File: src/rtl/branch_resolve_unit.sv
// Branch/jump resolution for the Falco execute stage: evaluates the compare, forms targets,
// checks them against the front-end prediction and produces the redirect; 1- or 2-stage valid/ready pipe.
module branch_resolve_unit #(
  parameter int DATA_WIDTH  = 32,
  parameter int ADDR_WIDTH  = 32,
  parameter int PIPE_STAGES = 1,
  parameter int CNT_WIDTH   = 32
) (
  input  logic                  clk_i,
  input  logic                  rst_ni,
  input  logic                  valid_i,
  output logic                  ready_o,
  input  logic [2:0]            op_i,
  input  logic                  is_jal_i,
  input  logic                  is_jalr_i,
  input  logic [DATA_WIDTH-1:0] a_i,
  input  logic [DATA_WIDTH-1:0] b_i,
  input  logic [ADDR_WIDTH-1:0] pc_i,
  input  logic [ADDR_WIDTH-1:0] imm_i,
  input  logic                  pred_taken_i,
  input  logic [ADDR_WIDTH-1:0] pred_target_i,
  input  logic                  flush_i,
  output logic                  valid_o,
  input  logic                  ready_i,
  output logic                  taken_o,
  output logic [ADDR_WIDTH-1:0] target_o,
  output logic [ADDR_WIDTH-1:0] link_o,
  output logic                  mispredict_o,
  output logic [ADDR_WIDTH-1:0] redirect_pc_o,
  output logic                  illegal_o,
  output logic                  misalign_o,
  output logic [CNT_WIDTH-1:0]  branch_cnt_o,
  output logic [CNT_WIDTH-1:0]  mispredict_cnt_o
);

  typedef enum logic [2:0] {
    OP_BEQ  = 3'b000,
    OP_BNE  = 3'b001,
    OP_BLT  = 3'b100,
    OP_BGE  = 3'b101,
    OP_BLTU = 3'b110,
    OP_BGEU = 3'b111
  } op_e;

  // Compare outcome plus everything the prediction check still needs.
  typedef struct packed {
    logic                  taken;
    logic [ADDR_WIDTH-1:0] target;
    logic [ADDR_WIDTH-1:0] link;
    logic                  illegal;
    logic                  pred_taken;
    logic [ADDR_WIDTH-1:0] pred_target;
  } stage1_t;

  typedef struct packed {
    logic                  taken;
    logic [ADDR_WIDTH-1:0] target;
    logic [ADDR_WIDTH-1:0] link;
    logic                  mispredict;
    logic [ADDR_WIDTH-1:0] redirect;
    logic                  illegal;
    logic                  misalign;
  } result_t;

  function automatic result_t resolve_outcome(input stage1_t s);
    result_t r;
    r.taken      = s.taken;
    r.target     = s.target;
    r.link       = s.link;
    r.illegal    = s.illegal;
    r.mispredict = (s.taken != s.pred_taken) || (s.taken && (s.target != s.pred_target));
    r.redirect   = s.taken ? s.target : s.link;
    r.misalign   = s.taken && s.target[1];
    return r;
  endfunction

  stage1_t               req_s1;
  logic                  cond_taken;
  logic                  cond_illegal;
  logic [ADDR_WIDTH-1:0] jalr_sum;

  // NOTE: every always_comb output gets a default first, so no path can infer a latch.
  always_comb begin
    cond_taken   = 1'b0;
    cond_illegal = 1'b0;
    case (op_i)
      OP_BEQ:  cond_taken = (a_i == b_i);
      OP_BNE:  cond_taken = (a_i != b_i);
      OP_BLT:  cond_taken = ($signed(a_i) <  $signed(b_i));
      OP_BGE:  cond_taken = ($signed(a_i) >= $signed(b_i));
      OP_BLTU: cond_taken = (a_i <  b_i);
      OP_BGEU: cond_taken = (a_i >= b_i);
      default: cond_illegal = 1'b1;
    endcase

    jalr_sum           = ADDR_WIDTH'(a_i) + imm_i;
    req_s1             = '0;
    req_s1.link        = pc_i + ADDR_WIDTH'(4);
    req_s1.pred_taken  = pred_taken_i;
    req_s1.pred_target = pred_target_i;
    if (is_jalr_i) begin
      req_s1.taken  = 1'b1;
      req_s1.target = {jalr_sum[ADDR_WIDTH-1:1], 1'b0};
    end else if (is_jal_i) begin
      req_s1.taken  = 1'b1;
      req_s1.target = pc_i + imm_i;
    end else begin
      req_s1.taken   = cond_taken;
      req_s1.illegal = cond_illegal;
      req_s1.target  = pc_i + imm_i;
    end
  end

  // ready_o stays low until the first edge after reset release.
  logic rdy_en_q;
  logic rdy_en_d;
  assign rdy_en_d = 1'b1;

  always_ff @(posedge clk_i or negedge rst_ni) begin
    if (!rst_ni) rdy_en_q <= 1'b0;
    else         rdy_en_q <= rdy_en_d;
  end

  logic    s1_valid;
  logic    s1_advance;
  logic    accept;
  logic    retire;
  logic    out_valid;
  result_t out_res;

  assign ready_o = rdy_en_q && (!s1_valid || s1_advance);
  assign accept  = valid_i && ready_o && !flush_i;
  assign retire  = out_valid && ready_i && !flush_i;

  if (PIPE_STAGES == 1) begin : g_one
    logic    s1_valid_q, s1_valid_d;
    result_t s1_res_q,   s1_res_d;

    assign s1_advance = !s1_valid_q || ready_i;

    always_comb begin
      s1_valid_d = s1_valid_q;
      s1_res_d   = s1_res_q;
      if (flush_i) begin
        s1_valid_d = 1'b0;
      end else if (s1_advance) begin
        s1_valid_d = accept;
        if (accept) s1_res_d = resolve_outcome(req_s1);
      end
    end

    // NOTE: payload flops are reset as well so every output reads 0 out of reset, not just valid_o.
    always_ff @(posedge clk_i or negedge rst_ni) begin
      if (!rst_ni) begin
        s1_valid_q <= 1'b0;
        s1_res_q   <= '0;
      end else begin
        s1_valid_q <= s1_valid_d;
        s1_res_q   <= s1_res_d;
      end
    end

    assign s1_valid  = s1_valid_q;
    assign out_valid = s1_valid_q;
    assign out_res   = s1_res_q;
  end else begin : g_two
    logic    s1_valid_q, s1_valid_d;
    stage1_t s1_req_q,   s1_req_d;
    logic    s2_valid_q, s2_valid_d;
    result_t s2_res_q,   s2_res_d;
    logic    s2_advance;

    assign s2_advance = !s2_valid_q || ready_i;
    assign s1_advance = !s1_valid_q || s2_advance;

    always_comb begin
      s1_valid_d = s1_valid_q;
      s1_req_d   = s1_req_q;
      s2_valid_d = s2_valid_q;
      s2_res_d   = s2_res_q;
      if (flush_i) begin
        s1_valid_d = 1'b0;
        s2_valid_d = 1'b0;
      end else begin
        if (s1_advance) begin
          s1_valid_d = accept;
          if (accept) s1_req_d = req_s1;
        end
        if (s2_advance) begin
          s2_valid_d = s1_valid_q;
          if (s1_valid_q) s2_res_d = resolve_outcome(s1_req_q);
        end
      end
    end

    always_ff @(posedge clk_i or negedge rst_ni) begin
      if (!rst_ni) begin
        s1_valid_q <= 1'b0;
        s1_req_q   <= '0;
        s2_valid_q <= 1'b0;
        s2_res_q   <= '0;
      end else begin
        s1_valid_q <= s1_valid_d;
        s1_req_q   <= s1_req_d;
        s2_valid_q <= s2_valid_d;
        s2_res_q   <= s2_res_d;
      end
    end

    assign s1_valid  = s1_valid_q;
    assign out_valid = s2_valid_q;
    assign out_res   = s2_res_q;
  end

  logic [CNT_WIDTH-1:0] branch_cnt_q,     branch_cnt_d;
  logic [CNT_WIDTH-1:0] mispredict_cnt_q, mispredict_cnt_d;

  always_comb begin
    branch_cnt_d     = branch_cnt_q;
    mispredict_cnt_d = mispredict_cnt_q;
    if (retire) begin
      if (branch_cnt_q != '1) branch_cnt_d = branch_cnt_q + CNT_WIDTH'(1);
      if (out_res.mispredict && (mispredict_cnt_q != '1))
        mispredict_cnt_d = mispredict_cnt_q + CNT_WIDTH'(1);
    end
  end

  always_ff @(posedge clk_i or negedge rst_ni) begin
    if (!rst_ni) begin
      branch_cnt_q     <= '0;
      mispredict_cnt_q <= '0;
    end else begin
      branch_cnt_q     <= branch_cnt_d;
      mispredict_cnt_q <= mispredict_cnt_d;
    end
  end

  assign valid_o          = out_valid;
  assign taken_o          = out_res.taken;
  assign target_o         = out_res.target;
  assign link_o           = out_res.link;
  assign mispredict_o     = out_res.mispredict;
  assign redirect_pc_o    = out_res.redirect;
  assign illegal_o        = out_res.illegal;
  assign misalign_o       = out_res.misalign;
  assign branch_cnt_o     = branch_cnt_q;
  assign mispredict_cnt_o = mispredict_cnt_q;

endmodule

File: config.mk
export PLATFORM = sky130hd
export DESIGN_NAME = branch_resolve_unit
export DESIGN_NICKNAME = d
export VERILOG_FILES = /design/src/rtl/branch_resolve_unit.sv
export SDC_FILE = /design/constraint.sdc
export NUM_CORES = 1
export LEC_CHECK = 0
export CAP_MARGIN = 20
export CORE_MARGIN = 2
export CORE_UTILIZATION = 35
export CTS_CLUSTER_DIAMETER = 30
export DETAILED_ROUTE_END_ITERATION = 8
export PLACE_DENSITY = 0.57
export SYNTH_ARGS = -nofsm -noshare
export SYNTH_HDL_FRONTEND = slang
export SYNTH_SLANG_ARGS = --single-unit
File: constraint.sdc
create_clock -name clk_i -period 3.8 [get_ports clk_i]
set_input_delay 0.95 -clock clk_i [delete_from_list [all_inputs] [get_ports clk_i]]
set_output_delay 0.95 -clock clk_i [all_outputs]
set_load 0.05 [all_outputs]
Word level (Yosys, flattened, before mapping)

Index checks and enable logic that the tools add are counted.

Output and inout port bits: 166
Bits in registers: 166
Word-level logic and storage cells: 60

Reductions and logical operators: 19
Bitwise operators: 1
Multiplexer cells: 9
Order comparisons: 4
Add/subtract/negate cells: 5
Equality and inequality tests: 11

Operators by type and width:

| kind                  | count |
|---|---|
| $mux 33               | 2 |
| $add 32x1->32 const B | 2 |
| $add 32x32->32        | 2 |
| $ge 32x32->1          | 2 |
| $lt 32x32->1          | 2 |
| $ne 32x32->1          | 2 |
| $ne 32x32->1 const B  | 2 |
| $add 32x3->32 const B | 1 |
| $eq 32x32->1          | 1 |
| $mux 32               | 1 |
| $eq 3x3->1 const B    | 4 |
| $logic_and 1x1->1     | 8 |
| $pmux 1 s6            | 1 |
| $reduce_or 6->1       | 1 |
| $mux 1                | 5 |
| $reduce_and 2->1      | 2 |
| $eq 3x1->1 const B    | 1 |
| $logic_not 3->1       | 1 |
| $logic_or 1x1->1      | 3 |
| $reduce_and 3->1      | 1 |
| $logic_not 1->1       | 2 |
| $reduce_bool 2->1     | 1 |
| $ne 1x1->1            | 1 |
| $not 1->1             | 1 |

Logic depth before layout (Yosys ltp)

Gate-level depths: netlist (run 1).

Depth after elaboration: 8
Gate-level depth with buffers: 15
Gate-level depth less buffers: 15

Least setup slack after synthesis (run 1)

Ideal clock, no wire load.

Path type: input to register
Start: input port pc_i[0]
End: register g_one.s1_res_q (netlist bit mispredict_o)
Path slack: -0.048 ns
Stages on the path: 15
Library setup time: 0.119 ns
Arrival: 3.729 ns
Path through: ha_1 -> inv_1 -> fa_1 -> nor2b_1 -> o31a_1 -> o31a_2 -> o21ai_1 -> nor4b_1 -> nor4_2 -> xnor2_1 -> a2111oi_2 -> nand4_1 -> nor4_1 -> nand4_1 -> o21a_1

Longest elaborated chain between the ends: 6

RTL lines:

| item                 | RTL line | text |
|---|---|---|
| from (decl)          | 18       | `input logic [ADDR_WIDTH-1:0] pc_i,` |
| $add 32x32->32       | 106, 110 |  |
| $mux 33              | 104      | `end else if (is_jal_i) begin` |
| $mux 33              | 101      | `if (is_jalr_i) begin` |
| $ne 32x32->1         | 71       | `r.mispredict = (s.taken != s.pred_taken) \|\| (s.taken && (s.target != s.pred_target));` |
| $logic_and 1x1->1    | 71       |  |
| $logic_or 1x1->1     | 71       |  |
| to (signal assigned) | 159      | `s1_res_q <= s1_res_d;` |
| to (decl)            | 137      | `result_t s1_res_q, s1_res_d;` |

No other way between the ends.
A chain may end at the register's enable or synchronous reset.

Final worst setup path (run 1)

Start: input port b_i[8]
End: register g_one.s1_res_q (netlist bit mispredict_o)

Longest elaborated chain between the ends: 6
Elaborated cells between the ends (all ways): 12

RTL lines:

| item                                                   | RTL line | text |
|---|---|---|
| from (decl)                                            | 17       | `input logic [DATA_WIDTH-1:0] b_i,` |
| $ge 32x32->1, or another cell as far along             | 92       | `OP_BGEU: cond_taken = (a_i >= b_i);` |
| $pmux 1 s6 (*)                                         | 86       | `case (op_i)` |
| $mux 33 (*)                                            | 104      |  |
| $mux 33 (*)                                            | 101      |  |
| $ne 1x1->1 / $logic_and 1x1->1 (equally long branches) | 71       |  |
| $logic_or 1x1->1 (*)                                   | 71       |  |

Mark *: on every way between the ends. The rest lies on a longest branch, timed or not.

==> metrics.md, run 1 <==
| Metric | Value |
|---|---|
| Top FF cell, synth | `dfrtp_1` |
| Ys Warns | `0` |
| Commonest non-fill, non-tap cell in the layout | `buf_4` |
| Rel. slew slack | `0.4241` |
| Setup TNS | `-0.08008 ns` |
| Final Util | `0.5849` |
| Dpl ws | `-1.399 ns` |
| Drt total wl | `50810 µm` |
| Post-DP Area | `0.01988 mm²` |
| Longest Clk Path Bufs | `2` |
| GRT Overall Usage | `0.2475` |
| Crit path DAT | `4.19 ns` |
| Mapped Cells | `1558` |
| Skew-Pair Late Insertion Delay | `0.43 ns` |
| P_leak | `9.863 nW` |
| Synth area leaders | `dfrtp_1 (31%), ha_1 (9.1%), xnor2_1 (6.2%), nand2_1 (5.9%), o21ai_0 (4.7%)` |
| First-pass GRT wire length | `75710 µm` |
| Clock Tree Root | `clkbuf_16` |
| Largest stage delay on the critical path | `0.52 ns` |
| Pre-antenna DRT Iters | `5` |
| Most frequent cells in the layout | `buf_4 (410), clkdlybuf4s50_1 (240), nand2_1 (203)` |
| Peak VDD IR | `0.0002403 V` |
| Placeable Area | `0.03749 mm²` |
| Clk sink count | `166` |
| Synth Register Bits | `166` |
| Outcome | `finished with violations` |
| Register area share after synthesis | `0.3139` |
| H-tree levels | `4` |
| Cells along the critical path | `clkdlybuf4s50_1, inv_1, ha_2, a21oi_2, nor3_1, or4_1, o31a_1, nand4bb_1, nand4_1, and4b_1, o2111a_1, nand4_1, nor4_2, nand4_1, o21a_1` |
| CTS tree | `done` |
| Number of synthesized flops with an enable pin | `0` |
| Clock transition at path regs | `0.06 ns` |
| Setup crit end kind | `flop` |
| Initial antenna violation count | `3` |
| Avg WL per Cell | `18.17 µm` |
| Pwr Density | `373.6 mW/mm²` |
| Final Max Slew Viols | `0` |
| WS Path Type | `in -> reg` |
| Drt drc | `0` |
| Post-DRT Antenna Nets | `0` |
| Largest net degree at the start of global routing | `94` |
| Fin crit share | `1.019` |
| CP max stage cell | `or4_1` |
| Layout cell share with drive strength beyond 1 | `0.3187` |
| Detailed placer's ending HPWL | `40780 µm` |
| Min Tclk post-route | `3.871 ns` |
| Crit path top cell by count | `nand4_1` |
| Maximum clock rate | `258.3 MHz` |
| Skew final | `0.008076 ns` |
| GPL Wtd Cong | `0.9191` |
| Post-Layout Cell Count | `2796` |
| Die Ht | `198.5 µm` |
| Grt total ovfl | `0` |
| Inst Count DP | `2731` |
| Fin. Hold Viols | `0` |
| Synth unique cells | `92` |
| Cts bufs inserted | `17` |
| Vias | `14270` |
| Die width | `198.5 µm` |
| Failing checks | `negative setup slack` |
| Setup violations, final | `3` |
| Syn_nets | `1827` |
| Top-area cell type share of the netlist area | `0.3139` |
| Worst Setup Start Kind | `input port` |
| Drt initial violations | `896` |
| Port buffer count | `336` |
| Initial core utilization | `0.3530` |
| Cell taking the most area after synthesis | `dfrtp_1` |
| Post-CTS Hold Buffers | `0` |
| Critical-path maximum fanout | `2` |
| Overall Power | `8.193 mW` |
| Hold Crit Class | `reg -> reg` |
| Worst hold slack | `0.4769 ns` |
| Ys async rst share | `1.000` |
| Max_cap viols | `0` |
| Unrepaired setup endpoints after global routing | `yes` |
| Worst-margin pin slew | `0.8638 ns` |
| Synth Area per Inst | `8.494 µm²` |
| Vias in the first global route | `14050` |
| Worst Path Required | `4.11 ns` |
| Rows | `71` |
| Layout Nets | `2540` |
| Fin area | `0.02193 mm²` |
| Top Ports | `337` |
| Die area | `0.03938 mm²` |
| Mapped cell area | `0.01323 mm²` |
| Area grow syn2layout | `65.70%` |
| Vias per cell | `5.104` |
| Worst setup margin | `-0.07083 ns` |
[cell usage after synthesis, drive strengths merged, types with 4 or more instances]
cell,count
a21boi,6
o31ai,6
nand2,208
buf,22
ha,96
nand3b,5
clkbuf,40
nor3b,5
nor4,11
a21o,19
xnor2,94
nor2b,9
o211ai,13
inv,58
a211o,5
and3,22
a2111oi,9
and2,8
dfrtp,166
or2,5
o21a,16
o21bai,10
o22ai,5
nor2,105
mux2,40
nand2b,12
and4,5
o21ai,136
o31a,5
o2111ai,6
nand4,55
o311ai,4
a21oi,94
xor2,63
nand3,56
nor3,35
or3,14
or4,5
mux2i,14
a31oi,13
a211oi,10
[cells by family (layout without fill, tap and decap cells)]
family / Yosys count / in the layout / synth area share
buf+inv: 121 / 844 / 0.03914
mux: 54 / 54 / 0.04462
xor+xnor: 159 / 159 / 0.1073
flops: 166 / 166 / 0.3139
simple gates: 573 / 573 / 0.2101
compound gates: 386 / 386 / 0.1909
fa+ha+maj: 98 / 98 / 0.09379
other cells: 1 / 5 / 0.0002834
[critical path: cells and delay by family]
kind	cells	cell delay [ns]
AOI/OAI and AO/OA	4	0.82
and+or+nand+nor	8	1.75
buffers and inverters	2	0.49
adders and majority gates	1	0.16
[power by group]
part / switching [mW] / internal [mW]
Combinational: 2.46 / 1.80
Sequential: 0.181 / 2.05
Clock: 0.690 / 1.02
[cell type report]
type	instances	area, µm²
Timing Repair Buffer	757	6545
Multi-Input combinational cell	1271	9793
Inverter	58	217.7
Antenna cell	4	10.01
Fill cell	3386	15560
Clock inverter	8	128.9
Tap cell	511	639.4
Sequential cell	166	4154
Clock buffer	21	440.4
[timing repair]
item,in CTS,in global routing
resized for setup,213,189
pin swaps,67,68
setup endpoints to repair,30,19
hold endpoints to repair,0,0
cloned,0,1
buffers inserted,15,18
[metal layers]
layer  track usage  vias to the layer above  wire, µm
met5             0                        -         0
met4       0.06606                        0       996
met3       0.03832                       51      2630
met2        0.4044                      400     23510
met1        0.3408                     6776     23680
li1              -                     7044         -
[state kept, by name (all words and copies together), names as in the netlist]
| name | count |
|---|---|
| illegal_o | 1 |
| misalign_o | 1 |
| valid_o | 1 |
| mispredict_o | 1 |
| rdy_en_q | 1 |
| link_o | 32 |
| redirect_pc_o | 32 |
| target_o | 32 |
| mispredict_cnt_o | 32 |
| branch_cnt_o | 32 |
| taken_o | 1 |
[worst paths after layout]
path | from | end | slack, ns | cells past startpoint
max reg2reg | valid_o | mispredict_o | 0.78 | 13
min in group asynchronous | rst_ni | branch_cnt_o[18] | 0.54 | 1
min reg2reg | redirect_pc_o[18] | redirect_pc_o[18] | 0.48 | 2
max | b_i[8] | mispredict_o | -0.07 | 15
max in group asynchronous | rst_ni | branch_cnt_o[29] | 2.46 | 2
min | redirect_pc_o[18] | redirect_pc_o[18] | 0.48 | 2
Power figures use the tool's default switching activity.
==> run 2: changes to the inputs <==
==> constraint.sdc (replaced) <==
create_clock -name clk_i -period 3.83 [get_ports clk_i]
set_input_delay 0.9575 -clock clk_i [delete_from_list [all_inputs] [get_ports clk_i]]
set_output_delay 0.9575 -clock clk_i [all_outputs]
set_load 0.05 [all_outputs]
==> metrics.md, run 2 (synthesized netlist as in run 1, its figures left out) <==
| Metric | Value |
|---|---|
| Sw Pwr | `3.298 mW (-0.90%)` |
| Rows | `71 (unchanged)` |
| Inst Count DP | `2713 (-0.66%)` |
| R2r setup slk | `0.82 ns (+0.04 ns)` |
| R2r worst-path depth | `13 (unchanged)` |
| Die Ht | `198.5 µm (unchanged)` |
| Int Pwr | `4.860 mW (-0.11%)` |
| Skew-Pair Late Insertion Delay | `0.43 ns (about the same)` |
| H-tree levels | `4 (unchanged)` |
| Drt initial violations | `782 (-13%)` |
| Fin crit share | `1.021` |
| Cts bufs inserted | `17 (unchanged)` |
| First-pass GRT wire length | `74530 µm (-1.5%)` |
| Initial core utilization | `0.3530 (unchanged)` |
| Gate power share | `0.508 (-0.011)` |
| Setup violations, final | `3 (unchanged)` |
| Worst hold slack | `0.4773 ns (+0.0003080 ns)` |
| Critical-path maximum fanout | `4 (+2)` |
| Detailed placer's ending HPWL | `40490 µm (-0.72%)` |
| Post-DRT Antenna Nets | `0 (unchanged)` |
| Vias in the first global route | `13970 (-0.56%)` |
| Worst Path Required | `4.16 ns (+0.05 ns)` |
| Unrepaired setup endpoints after global routing | `yes` |
| Largest net degree at the start of global routing | `98 (+4.3%)` |
| Failing checks | `negative setup slack` |
| Final Util | `0.5764 (-0.008544)` |
| Skew final | `0.009131 ns (+0.001055 ns)` |
| Fin area | `0.02161 mm² (-1.5%)` |
| Longest Clk Path Bufs | `2 (unchanged)` |
| Clock Tree Root | `clkbuf_16` |
| Setup crit end kind | `flop` |
| Initial antenna violation count | `2 (-1)` |
| Post-CTS Hold Buffers | `0 (unchanged)` |
| Drt drc | `0 (unchanged)` |
| Commonest non-fill, non-tap cell in the layout | `buf_4` |
| Rel. slew slack | `0.4528 (+0.02866)` |
| Port buffer count | `336 (unchanged)` |
| Peak VDD IR | `0.0002564 V (+6.7%)` |
| Post-DP Area | `0.01975 mm² (-0.68%)` |
| Crit Reg-Reg Endpoint | `mispredict_o` |
| GPL Wtd Cong | `0.9223 (+0.35%)` |
| Final Max Slew Viols | `0 (unchanged)` |
| Hold path endpoint | `redirect_pc_o[12]` |
| Sw frac | `0.4043 (-0.001918)` |
| Pwr Density | `377.5 mW/mm² (+1.0%)` |
| Fin. Hold Viols | `0 (unchanged)` |
| Drt total wl | `50120 µm (-1.4%)` |
| Min Tclk post-route | `3.910 ns` |
| WS Path Type | `in -> reg` |
| Outcome | `finished with violations` |
| Placeable Area | `0.03749 mm² (unchanged)` |
| Setup TNS | `-0.1048 ns (-0.02476 ns)` |
| Die area | `0.03938 mm² (unchanged)` |
| Avg WL per Cell | `18.10 µm (-0.40%)` |
| Worst Setup Start Kind | `input port` |
| Clk network pwr share | `0.221 (+0.012)` |
| Max_cap viols | `0 (unchanged)` |
| Pre-antenna DRT Iters | `5 (unchanged)` |
| Post-Layout Cell Count | `2769 (-0.97%)` |
| Crit path DAT | `4.24 ns (+0.05 ns)` |
| Vias per cell | `5.165 (+1.2%)` |
| Sequential Power Share | `0.271 (about the same)` |
| Most frequent cells in the layout | `buf_4 (384), clkdlybuf4s50_1 (258), nand2_1 (201)` |
| Maximum clock rate | `255.8 MHz` |
| Grt total ovfl | `0 (unchanged)` |
| Clk sink count | `166 (unchanged)` |
| Origin of the critical flop-to-flop path | `valid_o` |
| Worst-margin pin slew | `0.8208 ns (-0.04299 ns)` |
| Layout Nets | `2513 (-1.1%)` |
| CTS tree | `done` |
| Layout cell share with drive strength beyond 1 | `0.2930 (-0.02572)` |
| P_leak | `9.672 nW (-1.9%)` |
| GRT Overall Usage | `0.2436 (-0.003915)` |
| Area grow syn2layout | `63.28%` |
| Top Ports | `337 (unchanged)` |
| Clock transition at path regs | `0.07 ns (about the same)` |
| Worst setup margin | `-0.08000 ns (-0.009168 ns)` |
| Die width | `198.5 µm (unchanged)` |
| Hold Path Cell Cnt | `2 (unchanged)` |
| Vias | `14300 (+0.22%)` |
| Hold Crit Class | `reg -> reg` |
| Min-delay src | `redirect_pc_o[12]` |
==> run 2: metal layers <==
layer | global-route usage | routed length (µm) | up-vias
li1 | - | - | 6987
met1 | 0.3349 | 22820 | 6806
met2 | 0.4010 | 23220 | 449
met3 | 0.03272 | 2924 | 60
met4 | 0.06799 | 1157 | 0
met5 | 0 | 0 | -
==> run 2: worst max path at each step <==
stage / to / from / slack (ns) / cells past startpoint
floorplan: mispredict_o / pc_i[0] / 0.007 / 15
global placement: mispredict_o / pc_i[0] / -1.13 / 18
detailed placement: mispredict_o / pc_i[0] / -1.20 / 17
CTS: mispredict_o / imm_i[0] / -0.15 / 17
global route: mispredict_o / imm_i[0] / -0.28 / 17
finish: mispredict_o / imm_i[15] / -0.08 / 15
==> run 2: area by class of cell <==
cell class                 instances  area (µm²)
clock buffer                      20       436.7
clock inverter                    11       176.4
sequential                       166        4154
tap                              511       639.4
antenna                            2       5.005
timing repair buffer             730        6362
multi-input combinational       1271        9617
inverter                          58       217.7
fill                            3416       15880
==> run 2: power groups by stage <==
stage               Combinational [mW]  Sequential, mW  Clock, mW
floorplan                         1.17            3.19          0
global placement                  3.87            2.23          0
detailed placement                3.89            2.24          0
CTS                               4.03            2.21       1.84
global route                      4.40            2.24       1.90
finish                            4.15            2.21       1.80
==> run 2: what timing repair did <==
item                       in CTS  in global routing
gates resized for setup       193                129
setup buffers                  11                 10
gates cloned                    0                  2
setup endpoints to repair      35                 36
pin swaps                      59                 63
==> run 2: worst max-delay path, stage by stage <==
cell and delay [ns]:
dlygate4sd2_1 0.37, ha_1 0.26, a21oi_2 0.08, o21a_1 0.22, buf_4 0.14, a21o_1 0.15
a21o_2 0.21, o31a_1 0.30, o31a_1 0.27, mux2i_2 0.17, o2111a_2 0.20, a2bb2o_2 0.27
a2111oi_4 0.33, nand4_1 0.13, o21a_1 0.17
==> run 2: stage by stage <==
stage / power [mW] / setup WS (ns)
3_3_place_gp: 6.096 / -1.125
3_5_place_dp: 6.138 / -1.201
2_1_floorplan: 4.359 / 0.007334
5_1_grt: 8.547 / -0.2777
6_report: 8.158 / -0.08000
4_1_cts: 8.084 / -0.1539
